## config.mk

```make
export PLATFORM = sky130hd
export DESIGN_NAME = axi_mem_init
export DESIGN_NICKNAME = d
export VERILOG_FILES = /design/src/rtl/axi_mem_init.sv
export SDC_FILE = /design/constraint.sdc
export NUM_CORES = 1
export LEC_CHECK = 0
export ABC_AREA = 1
export ABC_CLOCK_PERIOD_IN_PS = 4900
export BUFFER_PORTS_ARGS = -buffer_cell sky130_fd_sc_hd__buf_4
export CORE_MARGIN = 4
export CORE_UTILIZATION = 45
export DETAILED_ROUTE_END_ITERATION = 10
export GPL_TIMING_DRIVEN = 0
export HOLD_SLACK_MARGIN = 0.03
export MAX_ROUTING_LAYER = met4
export PLACE_DENSITY = 0.76
export SLEW_MARGIN = 20
export SYNTH_ARGS = -nofsm -noshare
export SYNTH_HDL_FRONTEND = slang
export SYNTH_SLANG_ARGS = --single-unit
```

## constraint.sdc

```tcl
create_clock -name clk -period 4.9 [get_ports clk]
set_input_delay 0.245 -clock clk [delete_from_list [all_inputs] [get_ports clk]]
set_output_delay 0.245 -clock clk [all_outputs]
set_load 0.005 [all_outputs]
```

## src/rtl/axi_mem_init.sv

```systemverilog
// AXI4 initiator that fills a memory range with a constant 64-bit pattern, reads it back to
// verify it, and then raises sticky done/error flags. It runs once after every reset release.
module axi_mem_init #(
  parameter int unsigned ID_WIDTH  = 6,
  parameter logic [31:0] MEM_SIZE  = 32'h800,
  parameter logic [31:0] BASE_ADDR = 32'h0,
  parameter int unsigned BURST_LEN = 16,
  parameter logic [63:0] FILL      = 64'h0
) (
  input  logic                clk,
  input  logic                rst,
  output logic [ID_WIDTH-1:0] o_awid,
  output logic [31:0]         o_awaddr,
  output logic [7:0]          o_awlen,
  output logic [2:0]          o_awsize,
  output logic [1:0]          o_awburst,
  output logic                o_awvalid,
  input  logic                i_awready,
  output logic [63:0]         o_wdata,
  output logic [7:0]          o_wstrb,
  output logic                o_wlast,
  output logic                o_wvalid,
  input  logic                i_wready,
  input  logic [ID_WIDTH-1:0] i_bid,
  input  logic [1:0]          i_bresp,
  input  logic                i_bvalid,
  output logic                o_bready,
  output logic [ID_WIDTH-1:0] o_arid,
  output logic [31:0]         o_araddr,
  output logic [7:0]          o_arlen,
  output logic [2:0]          o_arsize,
  output logic [1:0]          o_arburst,
  output logic                o_arvalid,
  input  logic                i_arready,
  input  logic [ID_WIDTH-1:0] i_rid,
  input  logic [63:0]         i_rdata,
  input  logic [1:0]          i_rresp,
  input  logic                i_rlast,
  input  logic                i_rvalid,
  output logic                o_rready,
  output logic                o_init_done,
  output logic                o_init_error
);

  localparam logic [7:0]  LAST_BEAT   = 8'(BURST_LEN - 1);
  localparam logic [31:0] BURST_BYTES = 32'(BURST_LEN * 8);
  localparam logic [31:0] LAST_BURST  = (MEM_SIZE / BURST_BYTES) - 32'd1;

  typedef enum logic [2:0] {
    WR_ADDR = 3'd0,
    WR_DATA = 3'd1,
    WR_RESP = 3'd2,
    RD_ADDR = 3'd3,
    RD_DATA = 3'd4,
    DONE    = 3'd5
  } state_e;

  state_e      state_q, state_d;
  logic [7:0]  beat_q, beat_d;
  logic [31:0] burst_q, burst_d;
  logic [31:0] addr_q, addr_d;
  logic        done_q, done_d;
  logic        error_q, error_d;
  logic        awvalid_q, awvalid_d;
  logic        wvalid_q, wvalid_d;
  logic        wlast_q, wlast_d;
  logic        bready_q, bready_d;
  logic        arvalid_q, arvalid_d;
  logic        rready_q, rready_d;

  // Response IDs carry no information for a single-ID initiator.
  logic ids_unused;
  assign ids_unused = ^{i_bid, i_rid};

  // A read beat is bad on wrong data, a non-OKAY response, or RLAST disagreeing with the beat count.
  function automatic logic read_beat_bad(input logic [63:0] data, input logic [1:0] resp,
                                         input logic last, input logic final_beat);
    return (data != FILL) || (resp != 2'b00) || (last != final_beat);
  endfunction

  // Next-state, counters, flags and next-cycle channel controls.
  always_comb begin
    state_d  = state_q;
    beat_d   = beat_q;
    burst_d  = burst_q;
    addr_d   = addr_q;
    done_d   = done_q;
    error_d  = error_q;
    case (state_q)
      WR_ADDR: begin
        if (awvalid_q && i_awready) begin
          state_d = WR_DATA;
          beat_d  = 8'd0;
        end else begin
          state_d = WR_ADDR;
        end
      end
      WR_DATA: begin
        if (wvalid_q && i_wready) begin
          if (beat_q == LAST_BEAT) begin
            state_d = WR_RESP;
            beat_d  = 8'd0;
          end else begin
            beat_d = beat_q + 8'd1;
          end
        end else begin
          beat_d = beat_q;
        end
      end
      WR_RESP: begin
        if (bready_q && i_bvalid) begin
          error_d = error_q | (i_bresp != 2'b00);
          if (burst_q == LAST_BURST) begin
            state_d = RD_ADDR;
            burst_d = 32'd0;
            addr_d  = BASE_ADDR;
          end else begin
            state_d = WR_ADDR;
            burst_d = burst_q + 32'd1;
            addr_d  = addr_q + BURST_BYTES;
          end
        end else begin
          state_d = WR_RESP;
        end
      end
      RD_ADDR: begin
        if (arvalid_q && i_arready) begin
          state_d = RD_DATA;
          beat_d  = 8'd0;
        end else begin
          state_d = RD_ADDR;
        end
      end
      RD_DATA: begin
        if (rready_q && i_rvalid) begin
          error_d = error_q | read_beat_bad(i_rdata, i_rresp, i_rlast, beat_q == LAST_BEAT);
          // The burst length is fixed by our own ARLEN; RLAST is only checked, never obeyed.
          if (beat_q == LAST_BEAT) begin
            beat_d = 8'd0;
            addr_d = addr_q + BURST_BYTES;
            if (burst_q == LAST_BURST) begin
              state_d = DONE;
              done_d  = 1'b1;
            end else begin
              state_d = RD_ADDR;
              burst_d = burst_q + 32'd1;
            end
          end else begin
            beat_d = beat_q + 8'd1;
          end
        end else begin
          state_d = RD_DATA;
        end
      end
      DONE: begin
        state_d = DONE;
      end
      default: begin
        state_d = WR_ADDR;
      end
    endcase
    awvalid_d = (state_d == WR_ADDR);
    wvalid_d  = (state_d == WR_DATA);
    wlast_d   = (state_d == WR_DATA) && (beat_d == LAST_BEAT);
    bready_d  = (state_d == WR_RESP);
    arvalid_d = (state_d == RD_ADDR);
    rready_d  = (state_d == RD_DATA);
  end

  // State, counters, flags and registered channel controls.
  always_ff @(posedge clk or posedge rst) begin
    if (rst) begin
      state_q   <= WR_ADDR;
      beat_q    <= 8'd0;
      burst_q   <= 32'd0;
      addr_q    <= BASE_ADDR;
      done_q    <= 1'b0;
      error_q   <= 1'b0;
      awvalid_q <= 1'b0;
      wvalid_q  <= 1'b0;
      wlast_q   <= 1'b0;
      bready_q  <= 1'b0;
      arvalid_q <= 1'b0;
      rready_q  <= 1'b0;
    end else begin
      state_q   <= state_d;
      beat_q    <= beat_d;
      burst_q   <= burst_d;
      addr_q    <= addr_d;
      done_q    <= done_d;
      error_q   <= error_d;
      awvalid_q <= awvalid_d;
      wvalid_q  <= wvalid_d;
      wlast_q   <= wlast_d;
      bready_q  <= bready_d;
      arvalid_q <= arvalid_d;
      rready_q  <= rready_d;
    end
  end

  assign o_awid       = {ID_WIDTH{1'b0}};
  assign o_arid       = {ID_WIDTH{1'b0}};
  assign o_awaddr     = addr_q;
  assign o_araddr     = addr_q;
  assign o_awlen      = LAST_BEAT;
  assign o_arlen      = LAST_BEAT;
  assign o_awsize     = 3'd3;
  assign o_arsize     = 3'd3;
  assign o_awburst    = 2'b01;
  assign o_arburst    = 2'b01;
  assign o_awvalid    = awvalid_q;
  assign o_wdata      = FILL;
  assign o_wstrb      = 8'hFF;
  assign o_wlast      = wlast_q;
  assign o_wvalid     = wvalid_q;
  assign o_bready     = bready_q;
  assign o_arvalid    = arvalid_q;
  assign o_rready     = rready_q;
  assign o_init_done  = done_q;
  assign o_init_error = error_q;

endmodule
```

Yosys cells after proc, flatten, opt, wreduce, memory -nomap -nowiden
Cells that the tools add are included.
{"block": "classes", "addsub": 3, "n_reduce_logical": 18, "n_bitwise": 2, "mux": 30, "eq_ne": 17}
{"cell": "$mux 32", "n": 9}
{"cell": "$pmux 32 s2", "n": 2}
{"cell": "$reduce_bool 64->1", "n": 1}
{"cell": "$mux 8", "n": 5}
{"cell": "$add 32x1->32 const B", "n": 1}
{"cell": "$add 32x8->32 const B", "n": 1}
{"cell": "$eq 32x4->1 const B", "n": 1}
{"cell": "$pmux 8 s4", "n": 1}
{"cell": "$mux 3", "n": 7}
{"cell": "$pmux 3 s6", "n": 1}
{"cell": "$eq 8x4->1 const B", "n": 2}
{"cell": "$eq 3x2->1 const B", "n": 4}
{"cell": "$eq 3x3->1 const B", "n": 3}
{"cell": "$add 8x1->8 const B", "n": 1}
{"cell": "$ne 2x2->1 const B", "n": 4}
{"cell": "$reduce_and 4->1", "n": 2}
{"cell": "$eq 3x1->1 const B", "n": 2}
{"cell": "$logic_and 1x1->1", "n": 6}
{"cell": "$logic_not 3->1", "n": 2}
{"cell": "$reduce_bool 2->1", "n": 3}
{"cell": "$reduce_and 5->1", "n": 1}
{"cell": "$mux 1", "n": 3}
{"cell": "$reduce_and 3->1", "n": 1}
{"cell": "$logic_or 1x1->1", "n": 2}
{"cell": "4 further kinds", "n": 5}
{"block": "totals", "input_bits": 88, "word_cells": 82, "register_bits": 83, "output_inout_bits": 182}

Longest topological paths before layout
{"block": "depth", "depth_word": 7, "depth_mapped": 15, "depth_no_buf": 14}

Worst setup path before layout
No wires, ideal clock.
{"block": "synth_path", "path_type": "flip-flop to flip-flop", "from": "reg beat_q[0]", "to": "reg burst_q[9]", "setup_ns": 0.122, "setup_slack_ns": 3.146, "period_less_slack_ns": 1.754, "path_stages_with_launch": 16, "t_arrival_ns": 1.632, "path_cell_list": "dfrtp_1 -> ha_1 -> nand2_1 -> nor2_4 -> nand3_4 -> inv_2 -> nand2_2 -> nand2_2 -> nand2_4 -> nor2_4 -> inv_4 -> nand2_8 -> inv_6 -> buf_6 -> nand2_1 -> o21ai_2"}
{"block": "synth_between", "elab_chain_cells": 3}
{"item": "start, declared", "line_no": "59", "text": "logic [7:0] beat_q, beat_d;"}
{"item": "start signal, assigned", "line_no": "187", "text": "beat_q <= beat_d;"}
{"item": "$eq 8x4->1", "line_no": "138", "text": "if (beat_q == LAST_BEAT) begin"}
{"item": "$ne 2x2->1 (no line)"}
{"item": "$reduce_and 5->1 (no line)"}
{"item": "end signal, assigned", "line_no": "188", "text": "burst_q <= burst_d;"}
{"item": "end, declared", "line_no": "60", "text": "logic [31:0] burst_q, burst_d;"}
Every way passes these cells.
A chain may end at the register's enable or synchronous reset.

Worst setup path after layout
Same ends and word-level chain as after synthesis.

==> results_dict.tcl <==
set metrics [dict create \
    status "complete, no violations" \
    final_common_cell "buf_4" \
    core_area_sq_um 13900 \
    synth-seq-cells 76 \
    leakage_uw 0.00444 \
    cp_data_required_time_ns 5.13 \
    grt_pass1_wl_mm 27.8 \
    die_area_sq_um 16100 \
    ys_seq_area_share_pct 29.9 \
    netSwitchingPower_uw 337 \
    min_path_type "input port to flip-flop" \
    fmax_ghz 0.475 \
    synth_area_sq_um 6360 \
    htree_levels 3 \
    setup.worst_path.end_class "flip-flop" \
    cts_root_buf "clkbuf_16" \
    p_per_area_nw_per_um2 182 \
    fin_nets 1276 \
    antennaDiodeCount 0 \
    multi_input_area_sq_um 3320 \
    rsz0062_at_grt "no" \
    critPathMaxFanout 10 \
    clkLatencyLatePin_ns 0.35 \
    synthCells 917 \
    die_w_microns 127 \
    grt_overflow 0 \
    cts_max_path_buffers 2 \
    drc_errors 0 \
    cts_made_buffers 9 \
    cts_tree "yes" \
    fillCellCount 1345 \
    final_util_pct 60.6 \
    port_buffers 133 \
    tns_ns 0 \
    avgRoutedWirePerCell_microns 12.7 \
    synth_area_per_cell_sq_um 6.94 \
    drv_slew 0 \
    skew_ns 0.00918 \
    worstPathArrival_ns 2.34 \
    ant_nets 0 \
    swShare_pct 22.0 \
    finalSetupViolations 0 \
    final.period_utilization_pct 43.0 \
    cts_sinks 76 \
    synth_warnings 0 \
    hpwlAfterDp_mm 14.3 \
    antenna_found_initial 0 \
    die_height_microns 127 \
    grt_use_total_pct 21.7 \
    place_congestion 1.01 \
    pwr-share-seq_pct 41.0 \
    via_count 6202 \
    ios 270 \
    grt_max_degree 47 \
    drive_above_1_share_pct 29.7 \
    power.share.clock_pct 48.2 \
    synthToLayoutAreaGrowth_pct 32.2 \
    maxCapViolations 0 \
    p_comb_share_pct 10.9 \
    grt_pass1_vias 5802 \
    viasPerCell 4.53 \
    wl_mm 17.4 \
    drt-initial-drc-count 506 \
    ff_latch_area_sq_um 1900 \
    rows 43 \
    final_cell_mix "buf_4, nand2_1, nor2_1" \
    final.min_clock_period_ns 2.11 \
    drtPass1Iterations 5 \
    setup.worst_path.class "flip-flop to flip-flop" \
    startpoint_type "flip-flop" \
    ys_types 38 \
    finalHoldViolCount 0 \
    clk_pin_slew_ns 0.07 \
    start_util_pct 45.8 \
    p_int_uw 1190 \
    peakVddDrop_uv 157 \
]
## cells by family (layout without fill, tap and decap cells)
group,count (synthesis),count (layout),synth area share (%)
xor gates and xnor gates,37,37,5.09
other,2,124,0.118
buffers and inverters,260,411,25.1
and+or+nand+nor,469,469,32.4
adders and majority gates,3,3,0.590
DFF,76,76,29.9
AOI/OAI and AO/OA,70,70,6.84
## final cells by class
type / instances / share of cell area, %
Clock inverter: 5 / 1.01
Tap cell: 180 / 2.68
Sequential cell: 76 / 22.6
Timing Repair Buffer: 135 / 12.3
Buffer: 162 / 14.5
Multi-Input combinational cell: 703 / 39.5
Inverter: 98 / 4.52
Clock buffer: 11 / 2.89
## state kept, by name (all words and copies together), names as in the netlist
register	count
burst_q	32
o_init_error	1
o_bready	1
o_wlast	1
o_rready	1
o_awvalid	1
o_arvalid	1
o_wvalid	1
beat_q	8
o_init_done	1
o_araddr	25
state_q	3
## metrics by stage
| stage | setup slack (ns) | power, uW | instance area [sq um] | hold slack, ns | std cells |
|---|---|---|---|---|---|
| final | 2.79 | 1530 | 8410 | 0.233 | 1370 |
| after global routing | 2.60 | 1580 | 8410 | 0.260 | 1370 |
| after CTS | 2.77 | 1540 | 8410 | 0.234 | 1370 |
| after detailed placement | 2.80 | 801 | 8070 | 0.287 | 1353 |
| after global placement | 1.65 | 797 | 8040 | 0.464 | 1352 |
| after floorplan | 2.72 | 746 | 6820 | 0.456 | 1039 |
## metal layers
metal / up-vias / part of all wire (%) / track usage, %
li1: 3154 / - / -
met2: 283 / 49 / 36.5
met3: 24 / 7.9 / 3.79
met4: 0 / 1.5 / 6.18
met1: 2741 / 41 / 26.8
met5: - / 0 / -
## critical path: stages (launching register included)
cell and delay [ns]:
dfrtp_1 0.40, ha_1 0.20, nand2_1 0.13, nor2_4 0.14, nand3_4 0.11, inv_2 0.09
nand2_2 0.06, nand2_2 0.07, nand2_4 0.09, nor2_4 0.17, inv_4 0.07, nand2_8 0.10
inv_6 0.06, buf_6 0.14, nand2_1 0.07, o21ai_2 0.05
## synthesized netlist by cell type, drive strengths merged
cell type | count | area share (%)
a21oi | 16 | 1.3
o311ai | 1 | 0.14
conb | 2 | 0.12
ha | 3 | 0.59
nand2 | 222 | 14
dfrtp | 76 | 30
o21bai | 2 | 0.24
nor2 | 135 | 8.6
xnor2 | 2 | 0.28
buf | 160 | 19
clkbuf | 2 | 0.12
o21ai | 49 | 5.0
nand3 | 41 | 3.5
nand3b | 1 | 0.12
and2 | 1 | 0.098
nor3 | 32 | 2.6
and3 | 1 | 0.098
inv | 98 | 5.9
nor4 | 6 | 0.59
o211ai | 2 | 0.24
xor2 | 35 | 4.8
nor3b | 5 | 0.67
nand4 | 25 | 2.5
## final timing paths
kind	startpoint	end	slack, ns	cells after the start
max	beat_q[0]$_DFF_PP0_	burst_q[9]$_DFFE_PP0P_	2.79	15
max reg2reg	beat_q[0]$_DFF_PP0_	burst_q[9]$_DFFE_PP0P_	2.79	15
min in group asynchronous	rst	burst_q[14]$_DFFE_PP0P_	0.46	3
min	i_rlast	o_init_error$_DFFE_PP0P_	0.23	5
max in group asynchronous	rst	beat_q[3]$_DFF_PP0_	3.88	4
min reg2reg	o_init_error$_DFFE_PP0P_	o_init_error$_DFFE_PP0P_	0.49	2
## power by group through the flow
stage / Combinational (uW) / Sequential [uW] / Clock, uW
floorplan: 107 / 639 / 0
global placement: 157 / 639 / 0
detailed placement: 162 / 639 / 0
CTS: 162 / 627 / 749
global route: 185 / 627 / 772
finish: 167 / 627 / 738
## repair_timing
action / 4_1_cts / 5_1_grt
endpoints found under the hold margin: 30 / 0
resized for setup: 0 / 0
hold buffers: 1 / 0
setup buffers: 0 / 0
No activity file was read; power rests on OpenSTA's default activity.
